## config.mk

```make
export PLATFORM = sky130hd
export DESIGN_NAME = ps2_scancode_framer
export DESIGN_NICKNAME = d
export VERILOG_FILES = /design/src/rtl/ps2_scancode_framer.sv
export SDC_FILE = /design/constraint.sdc
export NUM_CORES = 1
export LEC_CHECK = 0
export ABC_AREA = 1
export ABC_CLOCK_PERIOD_IN_PS = 1700
export CORE_MARGIN = 5
export CORE_UTILIZATION = 36
export CTS_CLUSTER_SIZE = 10
export DETAILED_ROUTE_END_ITERATION = 10
export PLACE_DENSITY = 0.57
export SYNTH_ARGS = -nofsm -noshare
export SYNTH_HDL_FRONTEND = slang
export SYNTH_SLANG_ARGS = --single-unit
```

## constraint.sdc

```tcl
create_clock -name clk -period 1.7 [get_ports clk]
set_input_delay 0.51 -clock clk [delete_from_list [all_inputs] [get_ports clk]]
set_output_delay 0.51 -clock clk [all_outputs]
set_load 0.01 [all_outputs]
```

## src/rtl/ps2_scancode_framer.sv

```systemverilog
// PS/2 device-to-host receiver: synchronise and deglitch the lines, frame 11-bit words, fold E0/F0 prefixes.
// Optional PS2_PARITY_CHECK_EN enforces odd parity; otherwise the parity bit is sampled and ignored.

module ps2_line_filter #(
  parameter int unsigned FILTER_LEN = 8
) (
  input  logic clk,
  input  logic rst_n,
  input  logic raw,
  output logic filt
);

  logic       sync1;
  logic       sync2;
  logic [7:0] cnt;

  // The filtered level flips only after FILTER_LEN consecutive disagreeing samples.
  always_ff @(posedge clk or negedge rst_n) begin
    if (!rst_n) begin
      sync1 <= 1'b1;
      sync2 <= 1'b1;
      filt  <= 1'b1;
      cnt   <= '0;
    end else begin
      sync1 <= raw;
      sync2 <= sync1;
      if (sync2 != filt) begin
        if (cnt == 8'(FILTER_LEN - 1)) begin
          filt <= sync2;
          cnt  <= '0;
        end else begin
          cnt <= cnt + 8'd1;
        end
      end else begin
        cnt <= '0;
      end
    end
  end

endmodule

module ps2_scancode_framer #(
  parameter int unsigned FILTER_LEN     = 8,
  parameter int unsigned TIMEOUT_CYCLES = 20000
) (
  input  logic       clk,
  input  logic       rst_n,
  input  logic       ps2clk,
  input  logic       ps2data,
  output logic       scan_received,
  output logic [7:0] scan,
  output logic       extended,
  output logic       released,
  output logic       frame_error
);

  localparam int unsigned WD_W = $clog2(TIMEOUT_CYCLES);

  typedef enum logic [1:0] {IDLE, DATA, PARITY, STOP} state_t;

  logic            fclk;
  logic            fdata;
  logic            fclk_d;
  logic            fall;
  state_t          state;
  logic [2:0]      bit_cnt;
  logic [7:0]      shreg;
  logic [WD_W-1:0] wdog;
  logic            byte_valid;
  logic            frame_bad;
  logic            wd_abort;
  logic            ext_pend;
  logic            rel_pend;
`ifdef PS2_PARITY_CHECK_EN
  logic            par;
`endif

  ps2_line_filter #(.FILTER_LEN(FILTER_LEN)) u_clk_filt (
    .clk  (clk),
    .rst_n(rst_n),
    .raw  (ps2clk),
    .filt (fclk)
  );

  ps2_line_filter #(.FILTER_LEN(FILTER_LEN)) u_data_filt (
    .clk  (clk),
    .rst_n(rst_n),
    .raw  (ps2data),
    .filt (fdata)
  );

  always_ff @(posedge clk or negedge rst_n) begin
    if (!rst_n) begin
      fclk_d <= 1'b1;
      fall   <= 1'b0;
    end else begin
      fclk_d <= fclk;
      fall   <= fclk_d & ~fclk;
    end
  end

  // Framer and watchdog; a fall in the expiry cycle takes priority and clears the counter.
  always_ff @(posedge clk or negedge rst_n) begin
    if (!rst_n) begin
      state      <= IDLE;
      bit_cnt    <= '0;
      shreg      <= '0;
      wdog       <= '0;
      byte_valid <= 1'b0;
      frame_bad  <= 1'b0;
      wd_abort   <= 1'b0;
`ifdef PS2_PARITY_CHECK_EN
      par        <= 1'b0;
`endif
    end else begin
      byte_valid <= 1'b0;
      frame_bad  <= 1'b0;
      wd_abort   <= 1'b0;
      if (fall) begin
        wdog <= '0;
        case (state)
          IDLE: begin
            if (!fdata) begin
              state   <= DATA;
              bit_cnt <= '0;
            end
          end
          DATA: begin
            shreg <= {fdata, shreg[7:1]};
            if (bit_cnt == 3'd7) begin
              state <= PARITY;
            end else begin
              bit_cnt <= bit_cnt + 3'd1;
            end
          end
          PARITY: begin
`ifdef PS2_PARITY_CHECK_EN
            par <= fdata;
`endif
            state <= STOP;
          end
          STOP: begin
            state <= IDLE;
`ifdef PS2_PARITY_CHECK_EN
            if (fdata && (^{shreg, par})) begin
`else
            if (fdata) begin
`endif
              byte_valid <= 1'b1;
            end else begin
              frame_bad <= 1'b1;
            end
          end
          default: state <= IDLE;
        endcase
      end else if (state == IDLE) begin
        wdog <= '0;
      end else if (wdog == WD_W'(TIMEOUT_CYCLES - 1)) begin
        wdog     <= '0;
        state    <= IDLE;
        wd_abort <= 1'b1;
      end else begin
        wdog <= wdog + WD_W'(1);
      end
    end
  end

  // Byte decoder: shreg is stable while the framer idles after the stop bit.
  always_ff @(posedge clk or negedge rst_n) begin
    if (!rst_n) begin
      scan_received <= 1'b0;
      scan          <= '0;
      extended      <= 1'b0;
      released      <= 1'b0;
      frame_error   <= 1'b0;
      ext_pend      <= 1'b0;
      rel_pend      <= 1'b0;
    end else begin
      scan_received <= 1'b0;
      frame_error   <= frame_bad | wd_abort;
      if (wd_abort) begin
        ext_pend <= 1'b0;
        rel_pend <= 1'b0;
      end else if (byte_valid) begin
        case (shreg)
          8'hE0: ext_pend <= 1'b1;
          8'hF0: rel_pend <= 1'b1;
          8'hAA, 8'hFA, 8'hEE, 8'hFE, 8'hE1: ;
          8'h00, 8'hFF: begin
            ext_pend <= 1'b0;
            rel_pend <= 1'b0;
          end
          default: begin
            scan          <= shreg;
            extended      <= ext_pend;
            released      <= rel_pend;
            scan_received <= 1'b1;
            ext_pend      <= 1'b0;
            rel_pend      <= 1'b0;
          end
        endcase
      end
    end
  end

endmodule

```

==> flow_metrics.tcl <==
set metrics [dict create \
    crit_required_ps 1190 \
    grt_first_pass_wirelength_mm 10.47 \
    die_x_microns 105.2 \
    yosysTopAreaCell "dfrtp_1" \
    syn_area_per_cell_sq_um 8.476 \
    skew_ps 7.429 \
    crit_path_start_kind "register" \
    core-area_sq_um 8763 \
    post-route-period-util 0.8942 \
    cp_slowest_cell "dfrtp_1" \
    grt_usage 0.1129 \
    post_cts_buffers 0 \
    syn_nets 398 \
    synth_commonest_cells "nand2_1, dfrtp_1, nor2_1" \
    place_ws_ps 84.02 \
    diodes 0 \
    fmax_ghz 0.6579 \
    outcome "complete, no violations" \
    io_buffers 15 \
    firstDrtPassIters 4 \
    fp.dieH_microns 105.2 \
    yosys_warnings 0 \
    syn_to_final_growth_pct 16.87 \
    cts_buffers 9 \
    endpoint_kind "primary output" \
    cts_tree "built" \
    grt_pass1_vias 2425 \
    fin_tns_setup_ps 0 \
    period_needed_ps 1520 \
    critPathBufInv 1 \
    synthCells 385 \
    async_flop_share 1.000 \
    fillers 860 \
    ys_dominant_reg_cell "dfrtp_1" \
    die_area_sq_um 11070 \
    syn_area_sq_um 3263 \
    place_area_sq_um 3588 \
    drv_slew 0 \
    path_clk_slew_ps 80 \
    hold_viol_final 0 \
    initial_core_util 0.3724 \
    cp_cell_sequence "dlygate4sd2_1" \
    post-dp-hpwl_mm 4.209 \
    clock_latency_ps 350 \
    overflow 0 \
    arrival_ps 1010 \
    ios 16 \
    slew_headroom 0.5979 \
    htree_levels 3 \
    p_leak_nw 1.801 \
    gp_congestion 0.8199 \
    cts_hold_buf 0 \
    nets 426 \
    critPathTopFamily "flip-flops" \
    cp_slowest_stage_delay_ps 390 \
    finalSetupViolCount 0 \
    via_count 2488 \
    rsz0062_at_grt "no" \
    cts_sinks 69 \
    grt_max_degree 31 \
    fin_area_sq_um 3814 \
    routed_via_density 4.730 \
    routedWlPerCell_microns 10.82 \
    synth_edf_count 0 \
    synth_most_common_cell "nand2_1" \
    clockBufferDepth 2 \
    drt_iter0_drc 77 \
    cts-resized-gates 12 \
    synth_seq_cells 69 \
    max_cap_viol_count 0 \
    synth.distinct_cells 31 \
    num_rows 34 \
    worst_slack_ps 179.9 \
    route.detailed.drc 0 \
    worst_slew_pin_slew_ps 598.8 \
    ant_nets 0 \
    synth.top_cells.by_area "dfrtp_1, nand2_1, nor2_1, dfstp_2, inv_1" \
    ir_drop_uv 452.6 \
    hold_class "input pin to asynchronous set/reset pin" \
    wirelength_mm 5.692 \
    synth_top_area_frac 0.4755 \
    ctsRootBufferMaster "clkbuf_8" \
    critPathKind "register to primary output" \
    path_max_fanout 2 \
    antenna_found_initial 0 \
    p_per_area_nw_per_um2 1068 \
    drive_gt1_frac 0.1268 \
    ys_seq_area_frac 0.5318 \
]
cell type report:
| type | count | area, sq um | share of cell area |
|---|---|---|---|
| clock buffer | 10 | 137.6 | 0.03609 |
| sequential | 69 | 1735 | 0.4551 |
| multi-input combinational | 263 | 1344 | 0.3524 |
| timing repair buffer | 23 | 215.2 | 0.05643 |
| inverter | 47 | 176.4 | 0.04626 |
| tap | 108 | 135.1 | 0.03543 |
| clock inverter | 6 | 70.07 | 0.01837 |
metrics by stage:
stage | std cells | hold slack [ps] | utilization | total power [W]
after floorplan | 385 | 214.4 | - | 0.002484
after global placement | 510 | 346.9 | 0.4095 | 0.002702
after detailed placement | 510 | 348.9 | 0.4095 | 0.002721
after CTS | 526 | 88.44 | 0.4315 | 0.004125
after global routing | 526 | 105.5 | 0.4352 | 0.004342
final | 526 | 92.50 | 0.4352 | 0.004074
metal layers:
metal	GRT usage	vias to the layer above	wire [microns]
met2	0.1778	41	2613
met5	0	-	0
li1	-	1292	-
met3	0.04007	11	282
met4	0.04201	0	87
met1	0.1423	1144	2710
registers in the layout, summed over array words and instances (netlist names), 2 cells and up:
register,count
scan,8
bit_cnt,3
shreg,8
u_data_filt.cnt,8
wdog,15
u_clk_filt.cnt,8
state,2
cells in the final DEF, fill, tap and decap left out, drive strengths merged:
cell,count
clkdlybuf4s50,2
dlygate4sd2,12
bufinv,1
nand2,88
ha,9
dfstp,7
o31ai,1
a31oi,1
mux2,1
clkinvlp,3
nor3,11
and2,1
or2,3
buf,9
nand3,29
xnor2,3
nor2,63
nand4,11
nor3b,4
a21oi,9
inv,49
o21bai,2
clkbuf,10
o21ai,24
dfrtp,62
xor2,3
power by group:
part / internal [W] / switching, W
Clock: 0.000727 / 0.000650
Sequential: 0.00183 / 0.000139
Combinational: 0.000264 / 0.000459
Total: 0.00283 / 0.00125
path summary, 6_finish.rpt:
kind                              startpoint                end  slack, ps  cells past startpoint
setup reg to reg                    shreg[5]           extended        190                      8
setup / recovery                     scan[1]            scan[1]        180                      1
hold / removal                         rst_n           ext_pend         90                      1
min in group clk           u_data_filt.sync1  u_data_filt.sync2        360                      0
hold reg to reg            u_data_filt.sync1  u_data_filt.sync2        360                      0
max in group asynchronous              rst_n   u_clk_filt.sync1       1030                      2
cell families after synthesis:
| kind of cell | share of synthesized area |
|---|---|
| xor gates and xnor gates | 0.01611 |
| and+or+nand+nor | 0.2872 |
| AOI/OAI and AO/OA | 0.06059 |
| buffers and inverters | 0.06633 |
| DFF | 0.5318 |
| muxes | 0.003451 |
| adders and majority gates | 0.03451 |
Power figures use the tool's default switching activity.
